$ cat config.mk
export PLATFORM = sky130hd
export DESIGN_NAME = spi_mem_master_flat
export DESIGN_NICKNAME = d
export VERILOG_FILES = /design/src/rtl/spi_mem_master_if.sv /design/src/rtl/spi_mem_master.sv /design/src/flat_wrapper.sv
export SDC_FILE = /design/constraint.sdc
export NUM_CORES = 1
export LEC_CHECK = 0
export BUFFER_PORTS_ARGS = -buffer_cell sky130_fd_sc_hd__buf_2
export CAP_MARGIN = 15
export CORE_ASPECT_RATIO = 2
export CORE_MARGIN = 2
export CORE_UTILIZATION = 40
export CTS_CLUSTER_SIZE = 14
export DETAILED_ROUTE_END_ITERATION = 12
export SETUP_SLACK_MARGIN = 0.05
export SYNTH_ARGS = -nofsm -noshare
export SYNTH_HDL_FRONTEND = slang
export SYNTH_SLANG_ARGS = --single-unit
$ cat constraint.sdc
create_clock -name clk -period 4.1 [get_ports clk]
set_clock_uncertainty 0.1 [all_clocks]
set_input_delay 0 -clock clk [delete_from_list [all_inputs] [get_ports clk]]
set_output_delay 0 -clock clk [all_outputs]
set_load 0.01 [all_outputs]
$ cat src/rtl/spi_mem_master_if.sv
// Requester-side handshake bundle for spi_mem_master: start/done request channel and read data.
interface spi_mem_master_if;
    logic       start;
    logic       rw;
    logic [6:0] addr;
    logic [7:0] wdata;
    logic       busy;
    logic       done;
    logic [7:0] rdata;

    modport master (output start, rw, addr, wdata, input busy, done, rdata);
    modport slave  (input start, rw, addr, wdata, output busy, done, rdata);
endinterface

$ cat src/rtl/spi_mem_master.sv
// SPI mode-0 master issuing one 16-bit {addr, rw, data} frame per request to the SPI memory slave.
module spi_mem_master #(
    parameter int unsigned CLK_DIV  = 4,
    parameter int unsigned CS_SETUP = 2,
    parameter int unsigned CS_IDLE  = 4
) (
    input  logic              clk,
    input  logic              rst_n,
    spi_mem_master_if.slave   req,
    output logic              sclk,
    output logic              cs,
    output logic              mosi,
    input  logic              miso
);

    localparam int unsigned DivW    = (CLK_DIV > 2) ? $clog2(CLK_DIV) : 1;
    localparam int unsigned WaitMax = (CS_SETUP > CS_IDLE) ? CS_SETUP : CS_IDLE;
    localparam int unsigned WaitW   = (WaitMax > 2) ? $clog2(WaitMax) : 1;

    typedef enum logic [2:0] {StIdle, StSetup, StShift, StHold, StGap} state_e;

    state_e           state_q;
    logic [DivW-1:0]  div_cnt_q;
    logic [WaitW-1:0] wait_cnt_q;
    logic [4:0]       tog_cnt_q;
    logic [14:0]      frame_q;   // frame bits still to be sent after the MSB
    logic             rw_q;
    logic [7:0]       rd_shift_q;
    logic [7:0]       rdata_q;
    logic             busy_q;
    logic             done_q;
    logic             sclk_q;
    logic             cs_q;
    logic             mosi_q;

    assign req.busy  = busy_q;
    assign req.done  = done_q;
    assign req.rdata = rdata_q;
    assign sclk      = sclk_q;
    assign cs        = cs_q;
    assign mosi      = mosi_q;

    always_ff @(posedge clk or negedge rst_n) begin
        if (!rst_n) begin
            state_q    <= StIdle;
            div_cnt_q  <= '0;
            wait_cnt_q <= '0;
            tog_cnt_q  <= '0;
            frame_q    <= '0;
            rw_q       <= 1'b0;
            rd_shift_q <= '0;
            rdata_q    <= '0;
            busy_q     <= 1'b0;
            done_q     <= 1'b0;
            sclk_q     <= 1'b0;
            cs_q       <= 1'b1;
            mosi_q     <= 1'b0;
        end else begin
            done_q <= 1'b0;
            case (state_q)
                StIdle: begin
                    if (req.start) begin
                        frame_q    <= {req.addr[5:0], req.rw, req.wdata};
                        rw_q       <= req.rw;
                        mosi_q     <= req.addr[6];
                        cs_q       <= 1'b0;
                        busy_q     <= 1'b1;
                        wait_cnt_q <= '0;
                        state_q    <= StSetup;
                    end
                end
                StSetup: begin
                    if (wait_cnt_q == WaitW'(CS_SETUP - 1)) begin
                        wait_cnt_q <= '0;
                        div_cnt_q  <= '0;
                        tog_cnt_q  <= '0;
                        state_q    <= StShift;
                    end else begin
                        wait_cnt_q <= wait_cnt_q + 1'b1;
                    end
                end
                StShift: begin
                    if (div_cnt_q == DivW'(CLK_DIV - 1)) begin
                        div_cnt_q <= '0;
                        tog_cnt_q <= tog_cnt_q + 1'b1;
                        if (!tog_cnt_q[0]) begin
                            sclk_q <= 1'b1;
                            // Rising toggles 16..31 are the data bits 8..15 of the frame.
                            if (rw_q && tog_cnt_q[4]) begin
                                rd_shift_q <= {rd_shift_q[6:0], miso};
                            end
                        end else begin
                            sclk_q  <= 1'b0;
                            mosi_q  <= frame_q[14];
                            frame_q <= {frame_q[13:0], 1'b0};
                            if (tog_cnt_q == 5'd31) begin
                                mosi_q  <= 1'b0;
                                state_q <= StHold;
                            end
                        end
                    end else begin
                        div_cnt_q <= div_cnt_q + 1'b1;
                    end
                end
                StHold: begin
                    if (div_cnt_q == DivW'(CLK_DIV - 1)) begin
                        div_cnt_q  <= '0;
                        wait_cnt_q <= '0;
                        cs_q       <= 1'b1;
                        done_q     <= 1'b1;
                        if (rw_q) begin
                            rdata_q <= rd_shift_q;
                        end
                        state_q <= StGap;
                    end else begin
                        div_cnt_q <= div_cnt_q + 1'b1;
                    end
                end
                StGap: begin
                    if (wait_cnt_q == WaitW'(CS_IDLE - 1)) begin
                        wait_cnt_q <= '0;
                        busy_q     <= 1'b0;
                        state_q    <= StIdle;
                    end else begin
                        wait_cnt_q <= wait_cnt_q + 1'b1;
                    end
                end
                default: state_q <= StIdle;
            endcase
        end
    end

endmodule

$ cat src/flat_wrapper.sv
// flat-port wrapper written by rule: the top's interface ports become plain ports
module spi_mem_master_flat 
#(
    parameter int unsigned CLK_DIV  = 4,
    parameter int unsigned CS_SETUP = 2,
    parameter int unsigned CS_IDLE  = 4
)
  (clk, rst_n, sclk, cs, mosi, miso, req_start, req_rw, req_addr, req_wdata, req_busy, req_done, req_rdata);
  spi_mem_master_if req_i ();
  input  logic clk;
  input  logic rst_n;
  output logic sclk;
  output logic cs;
  output logic mosi;
  input  logic miso;
  input wire logic [$bits(req_i.start)-1:0] req_start;
  input wire logic [$bits(req_i.rw)-1:0] req_rw;
  input wire logic [$bits(req_i.addr)-1:0] req_addr;
  input wire logic [$bits(req_i.wdata)-1:0] req_wdata;
  output wire logic [$bits(req_i.busy)-1:0] req_busy;
  output wire logic [$bits(req_i.done)-1:0] req_done;
  output wire logic [$bits(req_i.rdata)-1:0] req_rdata;
  assign req_i.start = req_start;
  assign req_i.rw = req_rw;
  assign req_i.addr = req_addr;
  assign req_i.wdata = req_wdata;
  assign req_busy = req_i.busy;
  assign req_done = req_i.done;
  assign req_rdata = req_i.rdata;
  spi_mem_master #(.CLK_DIV(CLK_DIV), .CS_SETUP(CS_SETUP), .CS_IDLE(CS_IDLE)) u_core (.clk(clk), .rst_n(rst_n), .req(req_i), .sclk(sclk), .cs(cs), .mosi(mosi), .miso(miso));
endmodule
Word level (Yosys, flattened, before mapping)
Cells that the tools add are included.
{ "totals": {"ff_bits": 49, "latchBits": 0, "ram_bits": 0, "romBits": 0, "in_bits": 20, "out_inout_bits": 13, "mem_count": 0} }
{ "classes": {"addsub": 3, "n_mul": 0, "n_div": 0, "order_cmp": 0, "eq_ne": 15, "shifts": 0, "muxes": 37, "bitwise_logic": 1, "reduce_logical": 20} }
{ "ops": {"columns": ["cell", "n"], "rows": [
  ["$mux W15", 3],
  ["$pmux W15 S2", 1],
  ["$mux W3", 7],
  ["$pmux W3 S5", 1],
  ["$reduce_and A3 Y1", 5],
  ["$mux W2", 6],
  ["$ne A2 B1 Y1 const B", 6],
  ["$mux W1", 11],
  ["$mux W5", 2],
  ["$pmux W5 S2", 1],
  ["$reduce_bool A2 Y1", 5],
  ["$pmux W2 S4", 1],
  ["$reduce_and A4 Y1", 2],
  ["$reduce_and A7 Y1", 1],
  ["$eq A3 B2 Y1 const B", 2],
  ["$pmux W1 S2", 3],
  ["$reduce_and A2 Y1", 3],
  ["$add A5 B1 Y5 const B", 1],
  ["$eq A5 B5 Y1 const B", 1],
  ["$add A2 B1 Y2 const B", 2],
  ["$eq A2 B2 Y1 const B", 2],
  ["$pmux W2 S2", 1],
  ["$reduce_bool A4 Y1", 1],
  ["$eq A3 B1 Y1 const B", 1],
  ["7 further kinds", 7]
]} }

Depth between registers and ports, before layout
Gate-level depths: netlist of the first run.
{ "logic_depth": {"word_depth": 5, "depth_mapped": 7, "mapped_depth_nobuf": 7} }

Least setup slack after synthesis of the first run
No wires, ideal clock.
{ "synth_path": {"path_kind": "register to register", "startpoint": "register u_core.div_cnt_q[0]", "endpoint": "register u_core.rd_shift_q[0]", "setup_ns": 0.125, "t_arrival_ns": 1.473, "setup_slack_ns": 2.403, "path_stages_with_launch": 8, "path_buffers": 2, "period_less_slack_ns": 1.697, "path_cell_list": "dfrtp_1 > ha_1 > buf_4 > nand4bb_4 > nor2_4 > and3_4 > buf_6 > mux2_2"} }
{ "synth_via": {"elab_chain_cells": 2} }
{ "synth_rtl": {"columns": ["item", "line", "rtl"], "rows": [
  ["from (decl)", "spi_mem_master.sv:23", "logic [DivW-1:0] div_cnt_q;"],
  ["from (signal assigned)", "spi_mem_master.sv:102", "div_cnt_q <= div_cnt_q + 1'b1;"],
  ["from (signal assigned)", "spi_mem_master.sv:116", "div_cnt_q <= div_cnt_q + 1'b1;"],
  ["$eq A2 B2 Y1", "spi_mem_master.sv:83", "if (div_cnt_q == DivW'(CLK_DIV - 1)) begin"],
  ["$reduce_and A4 Y1 (no line)", null, null],
  ["to (signal assigned)", "spi_mem_master.sv:90", "rd_shift_q <= {rd_shift_q[6:0], miso};"],
  ["to (decl)", "spi_mem_master.sv:28", "logic [7:0] rd_shift_q;"]
]} }
No other way between the ends.
A chain may end at the register's enable or synchronous reset.

Worst setup path after layout of the first run
{ "layout_path": {"startpoint": "register u_core.div_cnt_q[0]", "endpoint": "register u_core.frame_q[0]"} }
{ "layout_via": {"elab_chain_cells": 3} }
{ "layout_rtl": {"columns": ["item", "line", "rtl"], "rows": [
  ["$eq A2 B2 Y1", "spi_mem_master.sv:83", null],
  ["$ne A2 B1 Y1 (no line)", null, null],
  ["$reduce_and A4 Y1 (no line)", null, null],
  ["to (signal assigned)", "spi_mem_master.sv:63", "frame_q <= {req.addr[5:0], req.rw, req.wdata};"],
  ["to (signal assigned)", "spi_mem_master.sv:95", "frame_q <= {frame_q[13:0], 1'b0};"],
  ["to (decl)", "spi_mem_master.sv:26", "logic [14:0] frame_q;"]
]} }
No other way between the ends.

==> results.toml, run 1 <==
[logic_synthesis]
yosysUniqueCellTypes = 44
synth_top_area_cell = "sky130_fd_sc_hd__dfrtp_1"
synth-edff-count = 0
largest_cells_by_area_after_synthesis = "sky130_fd_sc_hd__dfrtp_1, sky130_fd_sc_hd__mux2i_1, sky130_fd_sc_hd__mux2_4"
yosys_most_used_dff = "sky130_fd_sc_hd__dfrtp_1"
post_synth.cell_area_avg_um2 = 11.9
post_synth_instance_area_um2 = 2420
ys.warnings.count = 0
synthCells = 203
postSynthRegisterBits = 49
synth-seq-area-share_pct = 50.6
synth_fp_nets = 229
top_cell_type_s_share_of_synthesized_area_pct = 49.5
async_reset_ff_share_pct = 100

[route]
detail_route.wirelength_mm = 4.45
drt.antenna.violating_nets = 0
vias = 1624
drc = 0
wl_per_cell_um = 14.2
drtIter0Drc = 44
drt_pass1_iterations = 4
avgViaCountPerCell = 5.17

[die]
design.core.area_um2 = 5960
placementRows = 40
fp.dieArea_um2 = 6740
die_x_um = 59.1
initial_utilization_pct = 40.7
die_h_um = 114
io_pins = 33

[setup_path]
timing.critical_path.slowest_stage_cell = "sky130_fd_sc_hd__a211o_1"
crit_path_max_fanout = 31
worst_setup_path_start_kind = "flip-flop"
crit_start = "u_core.div_cnt_q[0]"
criticalPathCategory = "reg2reg"
crit_arrival_ns = 2.16
cp_data_required_time_ns = 4.18
critPathMaxStageDelay_ns = 0.61
reg2reg_from = "u_core.div_cnt_q[0]"
cp_cell_sequence = "ha_1, nand3_1, a211o_1, a22o_1"
end_kind = "flip-flop"

[power_and_ir_drop]
power.leakage_uw = 0.00141
power.density_cell_area_nw_per_um2 = 596
vdd.ir_drop.worst_mv = 0.379

[layout]
finish.cell_count_without_fillers = 314
utilization_pct = 48.8
area_growth_syn_to_layout_pct = 19.8
drive_above_1_share_pct = 28.3
n_antenna_cell = 0
layout.cells.most_common_list = "sky130_fd_sc_hd__dfrtp_1, sky130_fd_sc_hd__buf_2, sky130_fd_sc_hd__nand2_1"
final_area_um2 = 2900
layout.nets = 276
final_common_cell = "sky130_fd_sc_hd__dfrtp_1"

[clock_network]
clk_transition_reported_paths_ns = 0.06
clockBufferDepth = 2
clockRootBuffer = "sky130_fd_sc_hd__clkbuf_16"
clock_latency_ns = 0.29
clock_sinks = 49
cts-buffers-inserted = 5
cts_htree_levels = 2
cts_tree = "built"

[global_route]
grt_pass1_wl_mm = 7.76
vias_in_the_first_global_route = 1673
grt_overflow_total = 0
grt_util_all_layers_pct = 15.2
antenna_found_initial = 0
pin_count_of_the_biggest_net_entering_global_routing = 50

[placed_design]
io_buffer_count = 32
placed_cells_incl_taps = 287
postPlaceCellArea_um2 = 2570
preCtsSetupSlack_ns = 2.01
gp_routability_congestion = 0.772
post-dp-hpwl_mm = 2.99

[sta]
rsz0062_at_grt = "false"
final_setup_violations = 0
max_freq_mhz = 481
crit_path_setup_slack_layout_ns = 2.02
tightest_slew_ns = 0.855
drv_slew = 0
finalCriticalPeriod_ns = 2.08
maxSlewHeadroom_pct = 43.0
report.final.hold_viol_count = 0
fin_tns_setup_ns = 0
finalCritPeriodShare_pct = 50.8

[min_path]
hold_path.class = "in2async"

[run_status]
status = "completed"

[run]
drv_cap = 0
## final cells by class
cell class | instances | area (µm²)
Tap cell | 63 | 78.8
Inverter | 4 | 15.0
Fill cell | 528 | 3050
Multi-Input combinational cell | 137 | 1070
Clock inverter | 3 | 21.3
Sequential cell | 49 | 1230
Timing Repair Buffer | 53 | 365
Clock buffer | 5 | 125
## synth_stat cells (2+ instances only)
| cell | count |
|---|---|
| sky130_fd_sc_hd__dfrtp_1 | 48 |
| sky130_fd_sc_hd__nand2_1 | 24 |
| sky130_fd_sc_hd__o21ai_1 | 16 |
| sky130_fd_sc_hd__mux2i_1 | 15 |
| sky130_fd_sc_hd__mux2_2 | 9 |
| sky130_fd_sc_hd__mux2_4 | 8 |
| sky130_fd_sc_hd__nor2_1 | 7 |
| sky130_fd_sc_hd__a21oi_1 | 6 |
| sky130_fd_sc_hd__ha_1 | 6 |
| sky130_fd_sc_hd__o21ai_0 | 6 |
| sky130_fd_sc_hd__buf_2 | 5 |
| sky130_fd_sc_hd__buf_6 | 5 |
| sky130_fd_sc_hd__nand3_1 | 5 |
| sky130_fd_sc_hd__a22o_1 | 4 |
| sky130_fd_sc_hd__inv_1 | 4 |
| sky130_fd_sc_hd__a21o_1 | 2 |
| sky130_fd_sc_hd__and3_4 | 2 |
| sky130_fd_sc_hd__buf_4 | 2 |
| sky130_fd_sc_hd__nand2b_1 | 2 |
| sky130_fd_sc_hd__nor2b_1 | 2 |
| sky130_fd_sc_hd__o221ai_1 | 2 |
## stage by stage
stage | total power, µW | hold slack, ns
2_1_floorplan | 1250 | -0.396
3_3_place_gp | 1310 | 0.0459
3_5_place_dp | 1330 | 0.0465
4_1_cts | 1760 | 0.272
5_1_grt | 1860 | 0.316
6_report | 1730 | 0.246
## timing repair
item,in CTS,in global routing
hold buffers,19,0
endpoints found under the setup margin,0,0
endpoints found under the hold margin,68,0
resized for setup,0,0
setup buffers,0,0
## flip-flops by register name (all words and copies together) (netlist names), 2 cells and up
signal	count
u_core.wait_cnt_q	2
u_core.state_q	3
u_core.frame_q	15
u_core.tog_cnt_q	5
u_core.rd_shift_q	8
u_core.div_cnt_q	2
u_core.req.rdata	8
## path summary, 6_finish.rpt
check | end | slack (ns) | cells after the start
worst max-delay path | u_core.frame_q[0] | 2.02 | 4
worst min-delay path | u_core.frame_q[4] | 0.25 | 3
worst max register to register | u_core.frame_q[0] | 2.02 | 4
worst min register to register | u_core.frame_q[14] | 0.38 | 2
max in group asynchronous | u_core.tog_cnt_q[0] | 3.23 | 3
min in group clk | u_core.frame_q[0] | 0.37 | 3
## power by group
group / internal (µW) / total [µW] / switching (µW) / leakage (µW)
registers: 611 / 757 / 146 / 0.000637
logic: 272 / 566 / 294 / 0.000706
clock network: 227 / 407 / 180 / 0.0000702
## logic make-up after synthesis
group                      share of synthesized area, %
muxes                                              15.3
and+or+nand+nor                                    13.5
adders and majority gates                          3.10
buffers and inverters                              5.21
xor gates and xnor gates                          0.361
AOI/OAI and AO/OA                                  11.9
DFF                                                50.6
## routing by layer
layer | wire length (µm) | GRT usage [%] | vias to the layer above
met1 | 1910 | 17.7 | 778
met2 | 2340 | 25.8 | 26
met3 | 106 | 3.05 | 7
li1 | - | - | 813
met4 | 101 | 7.27 | 0
met5 | 0 | 0 | -
## worst max-delay path, delay by kind of cell, from the launching register on
kind	cells	cell delay [ns]
and+or+nand+nor	1	0.13
DFF	1	0.37
adders and majority gates	1	0.40
AOI/OAI and AO/OA	2	0.96
Note: power is estimated with default switching activity, not from simulation.
==> run 2: changes to the inputs <==
- clock period: 4.1 -> 2.2 ns (I/O delays scaled with it)
==> run 2 against run 1 <==
- clock power increased by 120%
- largest cell class unchanged
- global-route usage about the same
- cell count increased by 1.6%
- sequential share of layout area decreased by 0.96 points
- flip-flop and latch count unchanged
- hold slack got worse by 0.0040 ns
- register-to-register slack got worse by 1.7 ns
- critical path depth increased by 2
- count of clock-buffer cells in the layout increased by 1
==> results.toml, run 2 (synthesized netlist as in run 1, its figures left out) <==
[run_status]
status = "completed"

[layout]
final_common_cell = "sky130_fd_sc_hd__dfrtp_1"
layout.filler_cells = 538
n_antenna_cell = 0
area_growth_syn_to_layout_pct = 22.5
largest_register_ffs = 15
layout.nets = 281
layout.cells.most_common_list = "sky130_fd_sc_hd__dfrtp_1, sky130_fd_sc_hd__buf_2, sky130_fd_sc_hd__nand2_1"
drive_above_1_share_pct = 29.7
largest-register = "u_core.frame_q"

[die]
fp.dieArea_um2 = 6740
die_h_um = 114
io_pins = 33
die_x_um = 59.1
placementRows = 40
design.core.area_um2 = 5960
initial_utilization_pct = 40.7

[route]
drtIter0Drc = 38
detail_route.wirelength_mm = 4.62
wl_per_cell_um = 14.5
avgViaCountPerCell = 5.18
drt_pass1_iterations = 4
drc = 0
drt.antenna.violating_nets = 0
vias = 1651

[global_route]
pin_count_of_the_biggest_net_entering_global_routing = 50
vias_in_the_first_global_route = 1700
antenna_found_initial = 0
grt_util_all_layers_pct = 15.2
grt_pass1_wl_mm = 7.81
grt_overflow_total = 0

[clock_network]
cts-buffers-inserted = 5
clockRootBuffer = "sky130_fd_sc_hd__clkbuf_16"
cts_htree_levels = 2
clockBufferDepth = 2
cts_tree = "built"
clock_sinks = 49
clock_latency_ns = 0.28
clk_transition_reported_paths_ns = 0.06

[sta]
maxSlewHeadroom_pct = 58.5
tightest_slew_ns = 0.622
final_setup_violations = 0
report.final.hold_viol_count = 0
finalCritPeriodShare_pct = 86.1
finalCriticalPeriod_ns = 1.90
hold_slack_ns = 0.242
drv_slew = 0
rsz0062_at_grt = "false"
crit_path_setup_slack_layout_ns = 0.305
max_freq_mhz = 528
fin_tns_setup_ns = 0

[placed_design]
post-dp-hpwl_mm = 3.22
preCtsSetupSlack_ns = 0.304
io_buffer_count = 32
gp_routability_congestion = 0.765

[power_and_ir_drop]
power.leakage_uw = 0.00145
vdd.ir_drop.worst_mv = 0.520
power.density_cell_area_nw_per_um2 = 1140

[setup_path]
worst_setup_path_start_kind = "flip-flop"
cp_cell_sequence = "ha_1, nand3_1, a211o_1, buf_4, nand2_1, o21ai_1"
criticalPathCategory = "reg2reg"
crit_arrival_ns = 1.96
cell_depth_of_the_worst_flop_to_flop_path = 6
cp_data_required_time_ns = 2.26
timing.critical_path.slowest_stage_cell = "sky130_fd_sc_hd__a211o_1"
end_kind = "flip-flop"
crit_path_max_fanout = 20
critPathMaxStageDelay_ns = 0.42

[run]
drv_cap = 0

[min_path]
hold_path.class = "in2async"
-- run 2: cell count changes in the layout (fill, tap and decap cells not counted) --
cell and change:
sky130_fd_sc_hd__buf_4 +5, sky130_fd_sc_hd__bufinv_16 +1, sky130_fd_sc_hd__clkbuf_8 +1, sky130_fd_sc_hd__clkinv_2 -1
sky130_fd_sc_hd__inv_6 -1
-- run 2: final cells by class --
| type | instances | area [µm²] | share of cell area (%) |
|---|---|---|---|
| sequential | 49 | 1230 | 41.3 |
| multi-input combinational | 137 | 1070 | 36.0 |
| inverter | 4 | 15.0 | 0.505 |
| timing repair buffer | 58 | 403 | 13.6 |
| tap | 63 | 78.8 | 2.65 |
| clock buffer | 6 | 139 | 4.67 |
| clock inverter | 2 | 37.5 | 1.26 |
-- run 2: power by group --
group | internal, µW | total [µW] | switching (µW)
Combinational | 544 | 1150 | 602
Clock | 567 | 880 | 314
Sequential | 1140 | 1370 | 230
Total | 2250 | 3400 | 1150
-- run 2: through the flow --
step	power [µW]	cell area [µm²]	util, %	cells
6_report	3400	2970	49.9	319
2_1_floorplan	2320	2420	-	203
3_5_place_dp	2520	2610	43.7	292
4_1_cts	3440	2970	49.9	319
3_3_place_gp	2500	2610	43.7	292
5_1_grt	3640	2970	49.9	319
-- run 2: worst paths after layout --
path,startpoint,to,slack (ns)
hold reg to reg,u_core.sclk,u_core.sclk,0.37
setup / recovery,u_core.div_cnt_q[0],u_core.frame_q[7],0.30
setup reg to reg,u_core.div_cnt_q[0],u_core.frame_q[7],0.30
max in group asynchronous,rst_n,u_core.wait_cnt_q[1],1.33
hold / removal,rst_n,u_core.frame_q[5],0.24
min in group clk,u_core.sclk,u_core.sclk,0.37
-- run 2: per-layer routing --
layer | vias to the layer above | GRT usage, % | share of wire, %
li1 | 824 | - | -
met1 | 784 | 17.5 | 43
met2 | 32 | 25.8 | 52
met3 | 11 | 3.05 | 2.2
met4 | 0 | 7.88 | 2.7
met5 | - | 0 | 0
-- run 2: what timing repair did --
action | CTS | global route
setup buffers | 0 | 0
gates resized for setup | 0 | 0
hold endpoints to repair | 67 | 0
hold buffers | 19 | 0
-- run 2: worst max-delay path: cells and delay by family (launching register included) --
family / cells / cell delay [ns]
DFF: 1 / 0.36
and+or+nand+nor: 2 / 0.21
AOI/OAI and AO/OA: 2 / 0.48
adders and majority gates: 1 / 0.37
buffers and inverters: 1 / 0.25
==> run 3: changes to the inputs <==
- BUFFER_PORTS_ARGS: -buffer_cell sky130_fd_sc_hd__buf_2 -> default
- DONT_BUFFER_PORTS: default -> 1
==> run 3 against run 2 <==
- register-to-register slack barely moved
- flip-flop and latch count did not move
- first-iteration DRC count fell by 34%
- critical path depth fell by 1
- hold slack got worse by 0.14 ns
- via count fell by 7.3%
- clock power fell by 14%
- maximum frequency rose by 0.59%
- global-route usage rose by 0.22 points
- sequential share of layout area rose by 2.4 points
- largest power group unchanged
- highest routed layer unchanged
==> results.toml, run 3 (synthesized netlist as in run 1, its figures left out) <==
[die]
fp.dieArea_um2 = 6740
die_h_um = 114
io_pins = 33
placementRows = 40
initial_utilization_pct = 40.7
design.core.area_um2 = 5960
die_x_um = 59.1

[route]
vias = 1530
drtIter0Drc = 25
wl_per_cell_um = 15.7
drt_pass1_iterations = 4
drt.antenna.violating_nets = 0
detail_route.wirelength_mm = 4.50
drc = 0
avgViaCountPerCell = 5.35

[clock_network]
cts_htree_levels = 2
clock_sinks = 49
ctsResizeCount = 0
clk_transition_reported_paths_ns = 0.07
clock_latency_ns = 0.29
cts_tree = "built"
clockBufferDepth = 2
postCtsSetupBuffers = 0
cts-buffers-inserted = 5
clockRootBuffer = "sky130_fd_sc_hd__clkbuf_16"

[setup_path]
crit_path_max_fanout = 9
crit_arrival_ns = 1.96
r2r_setup_slk_ns = 0.32
worst_setup_path_start_kind = "flip-flop"
reg2reg_from = "u_core.div_cnt_q[0]"
critPathMaxStageDelay_ns = 0.37
cp_cell_sequence = "ha_1, nand4bb_4, nor2_4, and3_4, mux2_2"
end_kind = "flip-flop"
rr_endpoint = "u_core.rd_shift_q[6]"
path_delay_family = "simple AND/OR/NAND/NOR gates"
criticalPathCategory = "reg2reg"
cp_data_required_time_ns = 2.28
path_buf_inv = 0
timing.critical_path.slowest_stage_cell = "sky130_fd_sc_hd__dfrtp_1"
cell_depth_of_the_worst_flop_to_flop_path = 5

[sta]
maxSlewHeadroom_pct = 63.4
report.final.hold_viol_count = 0
fin_tns_setup_ns = 0
finalCritPeriodShare_pct = 85.6
rsz0062_at_grt = "false"
finalCriticalPeriod_ns = 1.88
drv_slew = 0
final_setup_violations = 0
tightest_slew_ns = 0.550
max_freq_mhz = 531

[power_and_ir_drop]
power.density_cell_area_nw_per_um2 = 1160
vdd.ir_drop.worst_mv = 0.442
design_power_total_uw = 3270
power.leakage_uw = 0.00130

[placed_design]
gp_routability_congestion = 0.793
placed_cells_incl_taps = 258
io_buffer_count = 0
post-dp-hpwl_mm = 3.10

[layout]
layout.nets = 248
largest-register = "u_core.frame_q"
largest_register_ffs = 15
n_antenna_cell = 0
utilization_pct = 47.1
drive_above_1_share_pct = 19.3
final_common_cell = "sky130_fd_sc_hd__dfrtp_1"
area_growth_syn_to_layout_pct = 15.7
layout.cells.most_common_list = "sky130_fd_sc_hd__dfrtp_1, sky130_fd_sc_hd__nand2_1, sky130_fd_sc_hd__dlygate4sd3_1"
finish.cell_count_without_fillers = 286

[global_route]
pin_count_of_the_biggest_net_entering_global_routing = 50
antenna_found_initial = 0
grt_pass1_wl_mm = 7.82
vias_in_the_first_global_route = 1634
grt_util_all_layers_pct = 15.4
grt_overflow_total = 0

[run_status]
status = "completed"

[run]
drv_cap = 0

[min_path]
hold_path.class = "in2async"
run 3: worst max path at each step:
stage | slack, ns | cells past startpoint | to | startpoint
after detailed placement | 0.31 | 5 | u_core.rd_shift_q[2] | u_core.div_cnt_q[0]
after floorplan | 0.50 | 7 | u_core.rd_shift_q[0] | u_core.div_cnt_q[0]
after CTS | 0.29 | 5 | u_core.rd_shift_q[6] | u_core.div_cnt_q[0]
final | 0.32 | 5 | u_core.rd_shift_q[6] | u_core.div_cnt_q[0]
after global routing | 0.20 | 5 | u_core.rd_shift_q[6] | u_core.div_cnt_q[0]
after global placement | 0.33 | 5 | u_core.rd_shift_q[7] | u_core.div_cnt_q[0]
run 3: per-layer routing:
metal | GRT usage (%) | vias up | routed length, µm
met5 | 0 | - | 0
met4 | 8.48 | 0 | 144
met3 | 4.18 | 9 | 175
met2 | 26.1 | 27 | 2340
met1 | 16.8 | 733 | 1840
li1 | - | 761 | -
run 3: stage by stage:
| step | area (µm²) | hold WS [ns] | setup slack, ns |
|---|---|---|---|
| detailed placement | 2440 | -0.394 | 0.306 |
| global placement | 2440 | -0.394 | 0.330 |
| global route | 2810 | 0.140 | 0.204 |
| floorplan | 2420 | -0.396 | 0.503 |
| CTS | 2810 | 0.115 | 0.294 |
| finish | 2810 | 0.105 | 0.316 |
run 3: power breakdown:
part / switching, µW / total, µW / leakage, µW / internal, µW
logic: 563 / 1100 / 0.000597 / 541
registers: 263 / 1400 / 0.000637 / 1140
clock network: 338 / 761 / 0.0000702 / 423
total: 1160 / 3270 / 0.00130 / 2100
run 3: repair_timing:
item | in CTS | in global routing
hold endpoints to repair | 69 | 0
endpoints found under the setup margin | 0 | 0
hold buffers | 20 | 0
run 3: worst reg2reg max path: stages, from the launching register on:
cell and delay, ns:
sky130_fd_sc_hd__dfrtp_1 0.37, sky130_fd_sc_hd__ha_1 0.37, sky130_fd_sc_hd__nand4bb_4 0.17, sky130_fd_sc_hd__nor2_4 0.14, sky130_fd_sc_hd__and3_4 0.27, sky130_fd_sc_hd__mux2_2 0.35
run 3: area by class of cell:
type                            count  area (µm²)
Inverter                            4        15.0
Multi-Input combinational cell    137        1070
Fill cell                         544        3150
Clock buffer                        5         125
Clock inverter                      3        21.3
Sequential cell                    49        1230
Timing Repair Buffer               25         268
Tap cell                           63        78.8
